<file path="config.mk">
export PLATFORM = sky130hd
export DESIGN_NAME = t03_sram_ctrl
export DESIGN_NICKNAME = d
export VERILOG_FILES = /design/src/rtl/t03_sram_ctrl.sv
export SDC_FILE = /design/constraint.sdc
export NUM_CORES = 1
export LEC_CHECK = 0
export ABC_AREA = 1
export ABC_CLOCK_PERIOD_IN_PS = 2600
export BUFFER_PORTS_ARGS = -buffer_cell sky130_fd_sc_hd__buf_2
export CAP_MARGIN = 25
export CORE_AREA = 2 2 123 125
export DETAILED_ROUTE_END_ITERATION = 16
export DIE_AREA = 0 0 125 127
export PLACE_DENSITY = 0.78
export SYNTH_ARGS = -nofsm -noshare
export SYNTH_HDL_FRONTEND = slang
export SYNTH_SLANG_ARGS = --single-unit
</file>
<file path="constraint.sdc">
create_clock -name clk -period 2.6 [get_ports clk]
set_input_delay 0.13 -clock clk [delete_from_list [all_inputs] [get_ports clk]]
set_output_delay 0.13 -clock clk [all_outputs]
set_load 0.05 [all_outputs]
</file>
<file path="src/rtl/t03_sram_ctrl.sv">
// Controller for a two-port SRAM: registered write/read ports plus an in-order, credit-limited read response FIFO.
// Define T03_SRAM_CTRL_BYPASS_EN to forward same-cycle write data to a colliding read instead of stalling it.
module t03_sram_ctrl #(
    parameter int ADDR_WIDTH = 10,
    parameter int DATA_WIDTH = 32,
    parameter int RESP_DEPTH = 4
) (
    input  logic                  clk,
    input  logic                  nrst,
    input  logic                  wr_valid,
    output logic                  wr_ready,
    input  logic [ADDR_WIDTH-1:0] wr_addr,
    input  logic [DATA_WIDTH-1:0] wr_data,
    input  logic                  rd_valid,
    output logic                  rd_ready,
    input  logic [ADDR_WIDTH-1:0] rd_addr,
    output logic                  rd_rvalid,
    input  logic                  rd_rready,
    output logic [DATA_WIDTH-1:0] rd_rdata,
    output logic                  csb0,
    output logic [ADDR_WIDTH-1:0] addr0,
    output logic [DATA_WIDTH-1:0] din0,
    output logic                  csb1,
    output logic [ADDR_WIDTH-1:0] addr1,
    input  logic [DATA_WIDTH-1:0] dout1
);
    localparam int PTR_W = (RESP_DEPTH > 1) ? $clog2(RESP_DEPTH) : 1;
    localparam int CNT_W = $clog2(RESP_DEPTH + 1);
    localparam int CRD_W = $clog2(RESP_DEPTH + 3) + 1;

    logic                  ready_q;
    logic                  csb0_q, csb1_q;
    logic [ADDR_WIDTH-1:0] addr0_q, addr1_q;
    logic [DATA_WIDTH-1:0] din0_q;
    logic                  s1Valid_q, s2Valid_q, s1Byp_q, s2Byp_q;
    logic [DATA_WIDTH-1:0] s1Data_q, s2Data_q;
    logic [DATA_WIDTH-1:0] mem_q [RESP_DEPTH];
    logic [PTR_W-1:0]      wrPtr_q, wrPtr_d, rdPtr_q, rdPtr_d;
    logic [CNT_W-1:0]      count_q, count_d;
    logic [CRD_W-1:0]      credits;
    logic                  hazard, wrAcc, rdAcc, rdStall, rdToSram, rdBypass;
    logic                  push, pop;
    logic [DATA_WIDTH-1:0] pushData;

    assign hazard = rd_valid && wr_valid && (rd_addr == wr_addr);

`ifdef T03_SRAM_CTRL_BYPASS_EN
    assign rdStall  = 1'b0;
    assign rdToSram = rdAcc && !hazard;
    assign rdBypass = rdAcc && hazard;
`else
    assign rdStall  = hazard;
    assign rdToSram = rdAcc;
    assign rdBypass = 1'b0;
`endif

    // A credit is held from read acceptance until its response leaves the FIFO.
    assign credits   = CRD_W'(count_q) + CRD_W'(s1Valid_q) + CRD_W'(s2Valid_q);
    assign wr_ready  = ready_q;
    assign rd_ready  = ready_q && (credits < CRD_W'(RESP_DEPTH)) && !rdStall;
    assign wrAcc     = wr_valid && wr_ready;
    assign rdAcc     = rd_valid && rd_ready;

    assign push      = s2Valid_q;
    assign pushData  = s2Byp_q ? s2Data_q : dout1;
    assign rd_rvalid = (count_q != '0);
    assign pop       = rd_rvalid && rd_rready;
    assign rd_rdata  = rd_rvalid ? mem_q[rdPtr_q] : '0;

    assign csb0  = csb0_q;
    assign addr0 = addr0_q;
    assign din0  = din0_q;
    assign csb1  = csb1_q;
    assign addr1 = addr1_q;

    always_comb begin
        wrPtr_d = wrPtr_q;
        rdPtr_d = rdPtr_q;
        count_d = count_q;
        if (push) begin
            wrPtr_d = (wrPtr_q == PTR_W'(RESP_DEPTH - 1)) ? '0 : wrPtr_q + PTR_W'(1);
        end
        if (pop) begin
            rdPtr_d = (rdPtr_q == PTR_W'(RESP_DEPTH - 1)) ? '0 : rdPtr_q + PTR_W'(1);
        end
        if (push && !pop) begin
            count_d = count_q + CNT_W'(1);
        end else if (!push && pop) begin
            count_d = count_q - CNT_W'(1);
        end
    end

    // Two-stage tag pipeline lines up with the SRAM: sample at N+1, dout1 valid for capture at N+2.
    always_ff @(posedge clk or negedge nrst) begin
        if (!nrst) begin
            ready_q   <= 1'b0;
            csb0_q    <= 1'b1;
            addr0_q   <= '0;
            din0_q    <= '0;
            csb1_q    <= 1'b1;
            addr1_q   <= '0;
            s1Valid_q <= 1'b0;
            s2Valid_q <= 1'b0;
            s1Byp_q   <= 1'b0;
            s2Byp_q   <= 1'b0;
            s1Data_q  <= '0;
            s2Data_q  <= '0;
            wrPtr_q   <= '0;
            rdPtr_q   <= '0;
            count_q   <= '0;
        end else begin
            ready_q   <= 1'b1;
            csb0_q    <= !wrAcc;
            if (wrAcc) begin
                addr0_q <= wr_addr;
                din0_q  <= wr_data;
            end
            csb1_q    <= !rdToSram;
            if (rdToSram) begin
                addr1_q <= rd_addr;
            end
            s1Valid_q <= rdAcc;
            s1Byp_q   <= rdBypass;
            s1Data_q  <= wr_data;
            s2Valid_q <= s1Valid_q;
            s2Byp_q   <= s1Byp_q;
            s2Data_q  <= s1Data_q;
            wrPtr_q   <= wrPtr_d;
            rdPtr_q   <= rdPtr_d;
            count_q   <= count_d;
        end
    end

    always_ff @(posedge clk) begin
        if (push) begin
            mem_q[wrPtr_q] <= pushData;
        end
    end

endmodule
</file>
==> results of run 1 <==
## layout make-up
cell class / instances / area, um^2 / area share
diodes: 1 / 2.502 / 0.0002434
clock buffers: 22 / 508.0 / 0.04941
clock inverters: 10 / 73.82 / 0.007180
inverters: 31 / 116.4 / 0.01132
multi-input cells: 377 / 1954 / 0.1901
flip-flops and latches: 192 / 5449 / 0.5300
well taps: 184 / 230.2 / 0.02239
repair buffers: 278 / 1947 / 0.1894
## synth_stat cells
cell type  instances  share of area
nor2_1           139          0.068
edfxtp_1         128           0.50
o21ai_0           76          0.050
nand2_1           65          0.032
dfrtp_1           62           0.20
a21oi_1           36          0.024
mux2_2            34          0.050
inv_1             30          0.015
buf_2             17          0.011
clkbuf_1          13         0.0064
nand4_1           11         0.0090
ha_1               7          0.011
dfstp_2            2         0.0069
a21o_1             1        0.00098
buf_1              1        0.00049
buf_4              1        0.00098
buf_6              1         0.0015
conb_1             1        0.00049
fa_1               1         0.0026
inv_2              1        0.00049
nand3_1            1        0.00065
nand3_2            1         0.0013
nor3_2             1         0.0013
o22ai_1            1        0.00082
xnor2_1            1         0.0011
xor2_1             1         0.0011
## critical path, cell delays in order (launching register included)
cell and delay, ns:
dfrtp_1 0.51, ha_1 0.29, a21o_1 0.15, a21oi_1 0.21
buf_4 0.22, nand2_1 0.07, inv_1 0.08, buf_2 0.27
## state kept, by name, indices dropped and copies added, names as in the netlist
signal	cells
s1Valid_q	1
rdPtr_q	2
wr_ready	1
mem_q	128
addr0	10
addr1	10
csb1	1
csb0	1
din0	32
count_q	3
push	1
wrPtr_q	2
## metal layers
layer	share of wire	wire length (um)
met3	0.078	1457
met5	0	0
met4	0.022	405
met1	0.40	7484
met2	0.50	9297
## what timing repair did
| item | in CTS | in global routing |
|---|---|---|
| hold buffers | 85 | 0 |
| buffers inserted | 0 | 0 |
| hold endpoints to repair | 219 | 0 |
## logic make-up after synthesis
group                    count (synthesis)  share of synthesized area
multiplexers                            34                    0.04994
XOR/XNOR                                 2                   0.002285
AND/OR/NAND/NOR                        218                     0.1121
flip-flops                             192                     0.7106
AO/OA/AOI/OAI                          114                    0.07491
buffers and inverters                   64                    0.03558
other                                    1                  0.0004892
adder cells (fa/ha/maj)                  8                    0.01404
## power groups by stage
stage,Sequential [mW],Clock [mW],Combinational (mW)
2_1_floorplan,4.48,0,3.05
3_3_place_gp,3.90,0,4.84
3_5_place_dp,3.93,0,4.97
4_1_cts,3.87,2.54,5.09
5_1_grt,3.92,2.67,5.43
6_report,3.88,2.49,5.08
## through the flow
step	setup WS [ns]	instances
2_1_floorplan	0.3256	633
3_5_place_dp	0.5795	977
4_1_cts	0.2413	1094
3_3_place_gp	0.6302	977
6_report	0.2318	1095
5_1_grt	0.08404	1095
## final timing paths
check	end	startpoint	slack [ns]
max in group asynchronous	din0[27]	nrst	1.44
worst max-delay path	rd_ready	push	0.23
min in group asynchronous	addr0[7]	nrst	0.40
worst min-delay path	rdPtr_q[1]	rd_rready	0.06
worst max register to register	count_q[2]	count_q[0]	0.55
worst min register to register	push	s1Valid_q	0.39
==> summary.md, run 1 <==
| Metric | Value |
|---|---|
| Status | finished clean |
| Syn_nets | 730 |
| Startpoint Class | flip-flop |
| Share of power burned in registers | 0.339 |
| GRT overflow | 0 |
| Clock Tree Root | clkbuf_16 |
| Peak supply drop | between 500 and 600 uV |
| Max-slew violations | 0 |
| FP Rows | 44 |
| Vias per cell | approximately 5.3 |
| Sequential fraction of the synthesis area | 0.7106 |
| Clock transition at path regs | 0.07 ns |
| Peak Freq | 422.3 MHz |
| GR Layer Usage met1 | 0.2968 |
| Placed inst area | 8846 um^2 |
| Hold_ws | about 0.06 ns |
| Detailed Place HPWL | approximately 11,000 um |
| Number of antenna violations at the first check in global routing | 1 |
| R2R depth | 9 |
| Clock buffer depth | 2 |
| Core ar. | 14,420 um^2 |
| Die area | about 16,000 um^2 |
| Slew @ Worst Pin | 0.9300 ns |
| Largest net degree at the start of global routing | 44 |
| # setup viols final | 0 |
| Fin area | 10,280 um^2 |
| Vias in the first global route | 6,142 |
| CTS sink cnt | 192 |
| Placer Congestion | ~0.80 |
| Crit Path Class | reg2out |
| Fillers | 965 |
| Mean post-synth cell area | 12.11 um^2 |
| Mapped cell area | between 7000 and 8000 um^2 |
| Leakage dissipation | between 4 and 5 nW |
| Share of cells above drive strength 1 | 0.2890 |
| Worst-skew pair later-pin latency | 0.43 ns |
| DR DRC count | 0 |
| Final core occ | 0.7128 |
| GRT Total Usage | 0.2422 |
| Cell variety after synth | 26 |
| CTS Buf Count | 17 |
| Post_cts resized | 0 |
| Starting Density | 0.5315 |
| Total negative slack | 0 ns |
| Most frequent cells in the layout | buf_2, nor2_1, edfxtp_1 |
| DRT iter0 DRCs | 419 |
| Die Y | 127 um |
| WP data arrival | 2.24 ns |
| H-tree depth | 4 |
| Synth warn | 0 |
| Int Power | 6.367 mW |
| Max-cap violations | 0 |
| DRT antenna net count | 0 |
| Sw frac | 0.4441 |
| Power Density | roughly 1100 nW/um^2 |
| Worst Skew | 0.008371 ns |
| RSZ-0062 raised after global routing | false |
| First-pass GRT wire length | 29,930 um |
| Met2 usage | 0.4105 |
| Combinational fraction of design power | 0.444 |
| Final hold vios | 0 |
| Crit-path max FO | 11 |
| Yosys reg bits | about 190 |
| Die W | 125 um |
| Worst endpoint required time | 2.47 ns |
| I/O pin total | 178 |
| Worst rel slew slack | 0.3800 |
| WHS Path Cells | 3 |
| P_sw | 5.087 mW |
| Period utilization | 0.9108 |
| Wire per inst | around 17 um |
| Commonest non-fill, non-tap cell in the layout | buf_2 |
| Min-delay worst type | in2reg |
| WL final | about 19,000 um |
| Area Growth Syn to Fin | 34.11% |
| Vias post-DR | 5,810 |
| CP endpoint kind | output pin |
| Minimum clock period | 2.368 ns |
| TritonCTS clock tree | yes |
| GRT busiest layer | met2 |
| Fin nets | between 900 and 1,000 |
| TritonRoute pass-1 iters | 6 |
| Clock power share | 0.217 |
| Tot Pwr | between 10 and 15 mW |
| GR Util met3 | 0.06575 |
| Post-synthesis instance total | 633 |
| I/O Buffers | 177 |
Power figures use the tool's default switching activity.
==> run 2, diff against run 1 <==
--- a/config.mk
+++ b/config.mk
@@ -9,10 +9,10 @@
 export ABC_CLOCK_PERIOD_IN_PS = 2600
 export BUFFER_PORTS_ARGS = -buffer_cell sky130_fd_sc_hd__buf_2
 export CAP_MARGIN = 25
-export CORE_AREA = 2 2 123 125
+export CORE_AREA = 2 2 125 127
 export DETAILED_ROUTE_END_ITERATION = 16
-export DIE_AREA = 0 0 125 127
-export PLACE_DENSITY = 0.78
+export DIE_AREA = 0 0 127 129
+export PLACE_DENSITY = 0.76
 export SYNTH_ARGS = -nofsm -noshare
 export SYNTH_HDL_FRONTEND = slang
 export SYNTH_SLANG_ARGS = --single-unit
==> run 2 against run 1 <==
Net effect:
- count of clock-buffer cells in the layout is 1 lower
- utilization is 2.9 points lower
- clock power increased by 4%
- global-route usage fell by 0.95 points
- sequential share of layout area grew 0.20 points
- maximum frequency shrank 2.3%
- hold slack worse by 0.033 ns
- wire length shrank 3.5%
- total power shrank 0.61%
- critical endpoint is now rd_rdata[31]
- largest power group unchanged
==> summary.md, run 2 (synthesis gave the netlist of run 1 again) <==
| Metric | Value |
|---|---|
| Status | finished clean |
| Placer Congestion | 0.7939 (-1.1%) |
| Worst rel slew slack | 0.4136 (+0.03362) |
| Number of antenna violations at the first check in global routing | 2 (+1) |
| Starting Density | 0.5119 (-0.01963) |
| Worst endpoint required time | 2.47 ns (about the same) |
| Fillers | 1,052 (+9.0%) |
| DR DRC count | 0 (unchanged) |
| Max-cap violations | 0 (unchanged) |
| # setup viols final | 0 (unchanged) |
| Area Growth Syn to Fin | 33.61% |
| WP data arrival | 2.29 ns (+0.05 ns) |
| Worst-skew pair later-pin latency | 0.43 ns (about the same) |
| Most flops, register | mem_q |
| Die Y | 129 um (+1.6%) |
| Crit-path max FO | 30 (+19) |
| CP most frequent cell | nor2_1 |
| Placed inst area | 8816 um^2 (-0.34%) |
| Detailed Place HPWL | 10,600 um (-4.7%) |
| Wire per inst | 16.41 um (-3.6%) |
| Register Area | 5449 um^2 (unchanged) |
| Core ar. | 14,980 um^2 (+3.8%) |
| WL final | 17,990 um (-3.5%) |
| Leakage dissipation | 4.364 nW (about the same) |
| CP cell instances | buf_4 > nor2_1 > nor2_1 > o21ai_0 > a21oi_1 > buf_2 |
| TritonRoute pass-1 iters | 5 (-1) |
| Max-slew violations | 0 (unchanged) |
| GRT Total Usage | 0.2327 (-0.009452) |
| Post_cts resized | 0 (unchanged) |
| Power Density | 1111 nW/um^2 (-0.24%) |
| Die area | 16,380 um^2 (+3.2%) |
| Minimum clock period | 2.424 ns (+0.05553 ns) |
| Worst Skew | 0.01249 ns (+0.004124 ns) |
| Fin area | 10,240 um^2 (-0.38%) |
| Vias post-DR | 5,576 (-4.0%) |
| CP endpoint kind | output pin |
| Clock transition at path regs | 0.07 ns (about the same) |
| CTS Buf Count | 17 (unchanged) |
| Share of cells above drive strength 1 | 0.2911 (+0.002058) |
| Startpoint Class | flip-flop |
| Tot Pwr | 11.38 mW (-0.61%) |
| Clock buffer depth | 2 (unchanged) |
| Final core occ | 0.6839 (-0.02891) |
| Total negative slack | 0 ns (unchanged) |
| DRT antenna net count | 0 (unchanged) |
| I/O Buffers | 177 (unchanged) |
| TritonCTS clock tree | yes |
| Vias per cell | 5.088 (-4.1%) |
| Fin nets | 991 (-0.30%) |
| Final hold vios | 0 (unchanged) |
| Slew @ Worst Pin | 0.8796 ns (-0.05043 ns) |
| Max reg flops | 128 (unchanged) |
| Vias in the first global route | 5,669 (-7.7%) |
| Most frequent cells in the layout | buf_2, nor2_1, edfxtp_1 |
| Clock Tree Root | clkbuf_16 |
| Peak supply drop | 690.5 uV (+16%) |
| Slowest stage cell, crit path | dfrtp_2 |
| Period utilization | 0.9322 (+0.02136) |
| Crit Path Class | reg2out |
| FP Rows | 45 (+2.3%) |
| Commonest non-fill, non-tap cell in the layout | buf_2 |
| I/O pin total | 178 (unchanged) |
| Die W | 127 um (+1.6%) |
| H-tree depth | 4 (unchanged) |
| DRT iter0 DRCs | 407 (-2.9%) |
| Reg2Reg Setup Slack | 0.53 ns (-0.02 ns) |
| Max incr delay on CP | 0.72 ns (+0.21 ns) |
| RSZ-0062 raised after global routing | false |
| Peak Freq | 412.6 MHz (-2.3%) |
| Min-delay worst type | in2reg |
| GRT overflow | 0 (unchanged) |
| CTS sink cnt | 192 (unchanged) |
| Largest net degree at the start of global routing | 57 (+30%) |
| Setup bufs post-CTS | 0 (unchanged) |
| First-pass GRT wire length | 28,860 um (-3.6%) |
| Area of the multi-input gates | 1954 um^2 (unchanged) |
run 2: cell count changes in the layout (fill, tap and decap cells not counted), sizes merged:
| cell | change |
|---|---|
| buf | -1 |
| clkinv | +1 |
| dlygate4sd3 | -2 |
| clkinvlp | -2 |
| inv | +1 |
| clkbuf | -1 |
| bufinv | +1 |
run 2: repair_timing:
item,in CTS,in global routing
hold buffers,83,0
setup endpoints to repair,0,0
hold endpoints to repair,214,0
run 2: power breakdown:
| part | switching, mW | total [mW] | internal [mW] |
|---|---|---|---|
| Combinational | 3.63 | 4.87 | 1.24 |
| Sequential | 0.281 | 3.93 | 3.65 |
| Clock | 1.11 | 2.58 | 1.47 |
run 2: final timing paths:
path	startpoint	endpoint	cells past startpoint
setup reg to reg	count_q[1]	count_q[2]	9
setup / recovery	rdPtr_q[0]	rd_rdata[31]	6
hold / removal	wr_addr[9]	addr0[9]	3
max in group asynchronous	nrst	csb1	3
min in group asynchronous	nrst	addr0[4]	2
hold reg to reg	s1Valid_q	push	0
run 2: stage by stage:
step	std cells	setup WS, ns	hold slack [ns]
finish	1096	0.1763	0.02682
global route	1096	0.02856	0.01618
CTS	1095	0.1780	0.002282
detailed placement	980	0.5519	0.3020
global placement	980	0.6454	0.3071
floorplan	633	0.3256	-0.1656
run 2: cell type report:
| cell class | instances | area share |
|---|---|---|
| multi-input combinational | 377 | 0.1908 |
| sequential | 192 | 0.5320 |
| clock buffer | 21 | 0.04813 |
| tap | 188 | 0.02297 |
| clock inverter | 11 | 0.009773 |
| timing repair buffer | 275 | 0.1847 |
| antenna | 1 | 0.0002443 |
| inverter | 31 | 0.01136 |
run 2: metal layers:
metal | GRT usage | part of all wire
met1 | 0.2747 | 0.41
met2 | 0.4080 | 0.50
met3 | 0.07318 | 0.071
met4 | 0.07757 | 0.017
met5 | 0 | 0.00061
run 2: critical path: cells and delay by family (launching register included):
kind / cells / cell delay (ns)
compound gates: 2 / 0.31
simple gates: 2 / 0.18
buf+inv: 2 / 0.64
flops: 1 / 0.72
==> run 3, diff against run 2 <==
==> config.mk (replaced) <==
export PLATFORM = sky130hd
export DESIGN_NAME = t03_sram_ctrl
export DESIGN_NICKNAME = d
export VERILOG_FILES = /design/src/rtl/t03_sram_ctrl.sv
export SDC_FILE = /design/constraint.sdc
export NUM_CORES = 1
export LEC_CHECK = 0
export ABC_CLOCK_PERIOD_IN_PS = 2600
export BUFFER_PORTS_ARGS = -buffer_cell sky130_fd_sc_hd__buf_2
export CAP_MARGIN = 25
export CORE_AREA = 2 2 123 125
export DETAILED_ROUTE_END_ITERATION = 16
export DIE_AREA = 0 0 125 127
export PLACE_DENSITY = 0.77
export SYNTH_ARGS = -nofsm -noshare
export SYNTH_HDL_FRONTEND = slang
export SYNTH_SLANG_ARGS = --single-unit
==> run 3 against run 2 <==
Net effect:
- global-route usage decreased by 2.6 points
- synthesized cell count down 40%
- cell count down 22%
- clock power fell by 2%
- count of clock-buffer cells in the layout down 4
- total power down 5.2%
- utilization up 1.0 points
- sequential share of layout area is 1.2 points higher
- first-iteration DRC count is 44% lower
- sequential power is 2% higher
- hold slack improved by 0.063 ns
- non-clock buffer count fell by 2
- critical path type unchanged
- highest routed layer is now met4
==> summary.md, run 3 <==
| Metric | Value |
|---|---|
| GRT Total Usage | 0.2067 (-0.02601) |
| # setup viols final | 0 (unchanged) |
| Worst-skew pair later-pin latency | 0.42 ns (about the same) |
| Status | finished clean |
| GRT overflow | 0 (unchanged) |
| Top post-synthesis cells by area | edfxtp_1, dfrtp_1, mux4_2 |
| TritonCTS clock tree | yes |
| Max reg flops | 128 (unchanged) |
| Detailed Place HPWL | 9331 um (-12%) |
| Clock transition at path regs | 0.06 ns (about the same) |
| Total negative slack | 0 ns (unchanged) |
| Worst Skew | 0.01091 ns (-0.001585 ns) |
| Post_cts resized | 0 (unchanged) |
| Cell variety after synth | 27 (+3.8%) |
| Synth area leader | edfxtp_1 |
| Ant. Diodes | 0 (-1) |
| Largest net degree at the start of global routing | 44 (-23%) |
| Fin nets | 750 (-24%) |
| Share of the synthesized area in the top cell type | 0.5165 (+0.01509) |
| RSZ-0062 raised after global routing | false |
| Most flops, register | mem_q |
| Post-synth EDFFs | 128 (unchanged) |
| Buf/Inv on CP | 2 (unchanged) |
| Sequential fraction of the synthesis area | 0.7320 (+0.02139) |
| Wire per inst | 18.46 um (+13%) |
| CP cell instances | buf_4 > mux4_2 > and2_1 > buf_2 |
| DRT antenna net count | 0 (unchanged) |
| Tot Pwr | 10.79 mW (-5.2%) |
| Min-delay worst type | in2reg |
| Final std cells w/o fill | 850 (-22%) |
| Vias post-DR | 4,360 (-22%) |
| DR DRC count | 0 (unchanged) |
| Crit-path max FO | 14 (-53%) |
| Post-synthesis instance total | 378 (-40%) |
| Max-cap violations | 0 (unchanged) |
| Worst endpoint required time | 2.47 ns (about the same) |
| Max incr delay on CP | 0.63 ns (-0.09 ns) |
| Yosys reg bits | 192 (unchanged) |
| Syn_nets | 475 (-35%) |
| CP top delay family | flip-flops |
| Starting Density | 0.5160 (+0.004098) |
| Die area | 15,880 um^2 (-3.1%) |
| Number of antenna violations at the first check in global routing | 1 (-1) |
| Fillers | 948 (-9.9%) |
| I/O pin total | 178 (unchanged) |
| Slowest stage cell, crit path | dfrtp_2 |
| Startpoint Class | flip-flop |
| Commonest non-fill, non-tap cell in the layout | buf_2 |
| Period utilization | 0.9082 (-0.02398) |
| Worst rel slew slack | 0.4251 (+0.01147) |
| Register Area | 5450 um^2 (about the same) |
| Area of the multi-input gates | 1899 um^2 (-2.8%) |
| I/O Buffers | 177 (unchanged) |
| Core ar. | 14,420 um^2 (-3.7%) |
| Crit Path Class | reg2out |
| First-pass GRT wire length | 25,300 um (-12%) |
| Final hold vios | 0 (unchanged) |
| Area Growth Syn to Fin | 34.53% |
| Synth warn | 0 (unchanged) |
| Peak supply drop | 554.2 uV (-20%) |
| Synth cell count leaders | edfxtp_1, dfrtp_1, mux2_2 |
| Slew @ Worst Pin | 0.8623 ns (-0.01721 ns) |
| Share of cells above drive strength 1 | 0.4715 (+0.1804) |
| FP Rows | 44 (-2.2%) |
| Power Density | 1078 nW/um^2 (-3.1%) |
| WP data arrival | 2.23 ns (-0.06 ns) |
| Mean post-synth cell area | 19.69 um^2 (+63%) |
| Most frequent cells in the layout | buf_2, edfxtp_1, dlygate4sd3_1 |
| Leakage dissipation | 3.999 nW (-8.4%) |
| Max-slew violations | 0 (unchanged) |
| Placer Congestion | 0.7868 (-0.89%) |
| Vias per cell | 5.129 (+0.82%) |
| WL final | 15,690 um (-13%) |
| Peak Freq | 423.5 MHz (+2.6%) |
| Top_reg_cell synth | edfxtp_1 |
| Final core occ | 0.6941 (+0.01026) |
| CP endpoint kind | output pin |
| Vias in the first global route | 4,917 (-13%) |
| Top-count cell post-synth | edfxtp_1 |
| TritonRoute pass-1 iters | 4 (-1) |
| H-tree depth | 4 (unchanged) |
| Clock buffer depth | 2 (unchanged) |
| Placed cells | 733 (-25%) |
| Die Y | 127 um (-1.6%) |
| Die W | 125 um (-1.6%) |
| CTS sink cnt | 192 (unchanged) |
| Async S/R FF share, synth | 0.3333 (unchanged) |
| Minimum clock period | 2.361 ns (-0.06234 ns) |
| CTS Buf Count | 17 (unchanged) |
| Mapped cell area | 7442 um^2 (-2.9%) |
| Clock Tree Root | clkbuf_16 |
| DRT iter0 DRCs | 227 (-44%) |
## run 3: changes by cell type in the layout (fill, tap and decap cells not counted), moves of 26 or more
cell | previous run | this run
and2_1 | 0 | 32
nor2_1 | 139 | 2
mux4_2 | 0 | 32
nand2_1 | 64 | 6
a21oi_1 | 36 | 0
o21ai_0 | 76 | 2
inv_1 | 30 | 4
## run 3: area by class of cell
type,count,share of cell area
Clock buffer,17,0.04249
Tap cell,184,0.02299
Inverter,4,0.001500
Sequential cell,192,0.5444
Multi-Input combinational cell,165,0.1897
Clock inverter,15,0.01600
Timing Repair Buffer,273,0.1830
## run 3: final timing paths
kind / from / to / slack (ns) / depth (start not counted)
max: rdPtr_q[0] / rd_rdata[9] / 0.24 / 4
min: rd_rready / rdPtr_q[0] / 0.09 / 3
min reg2reg: s1Valid_q / push / 0.38 / 0
max reg2reg: count_q[0] / count_q[2] / 0.44 / 8
max in group asynchronous: nrst / csb1 / 1.60 / 3
min in group asynchronous: nrst / din0[10] / 0.23 / 2
## run 3: cell families (layout without fill, tap and decap cells)
logic type / count (synthesis) / count (layout) / share of synthesized area
flip-flops: 192 / 192 / 0.7320
multiplexers: 86 / 86 / 0.1785
AND/OR/NAND/NOR: 53 / 53 / 0.04237
buffers and inverters: 21 / 309 / 0.01345
XOR/XNOR: 13 / 13 / 0.01530
adder cells (fa/ha/maj): 8 / 8 / 0.01446
AO/OA/AOI/OAI: 4 / 4 / 0.003362
other: 1 / 1 / 0.0005039
## run 3: timing repair
action	in CTS	in global routing
hold buffers	85	0
hold endpoints to repair	201	0
setup buffers	0	0
## run 3: routing by layer
metal,GRT usage,wire [um],part of all wire
met4,0.07190,263,0.017
met5,0,0,0
met3,0.05695,1015,0.065
met1,0.2524,6282,0.40
met2,0.3587,8133,0.52
## run 3: power by group
group	switching [mW]	internal, mW	total (mW)
clock network	1.12	1.43	2.54
logic	2.81	1.42	4.23
registers	0.344	3.67	4.01
total	4.27	6.52	10.8
## run 3: tightest hold or removal path, cell delays in order
cell,delay [ns]
buf_2,0.09
nand2_1,0.12
a21o_1,0.13
## run 3: through the flow
stage / instance area (um^2) / hold slack (ns) / setup slack (ns)
6_report: 10010 / 0.09021 / 0.2387
5_1_grt: 10010 / 0.08976 / 0.08218
4_1_cts: 10010 / 0.07943 / 0.1644
3_5_place_dp: 8576 / 0.1357 / 0.4384
3_3_place_gp: 8576 / 0.1290 / 0.5410
2_1_floorplan: 7442 / -0.1656 / 0.5060
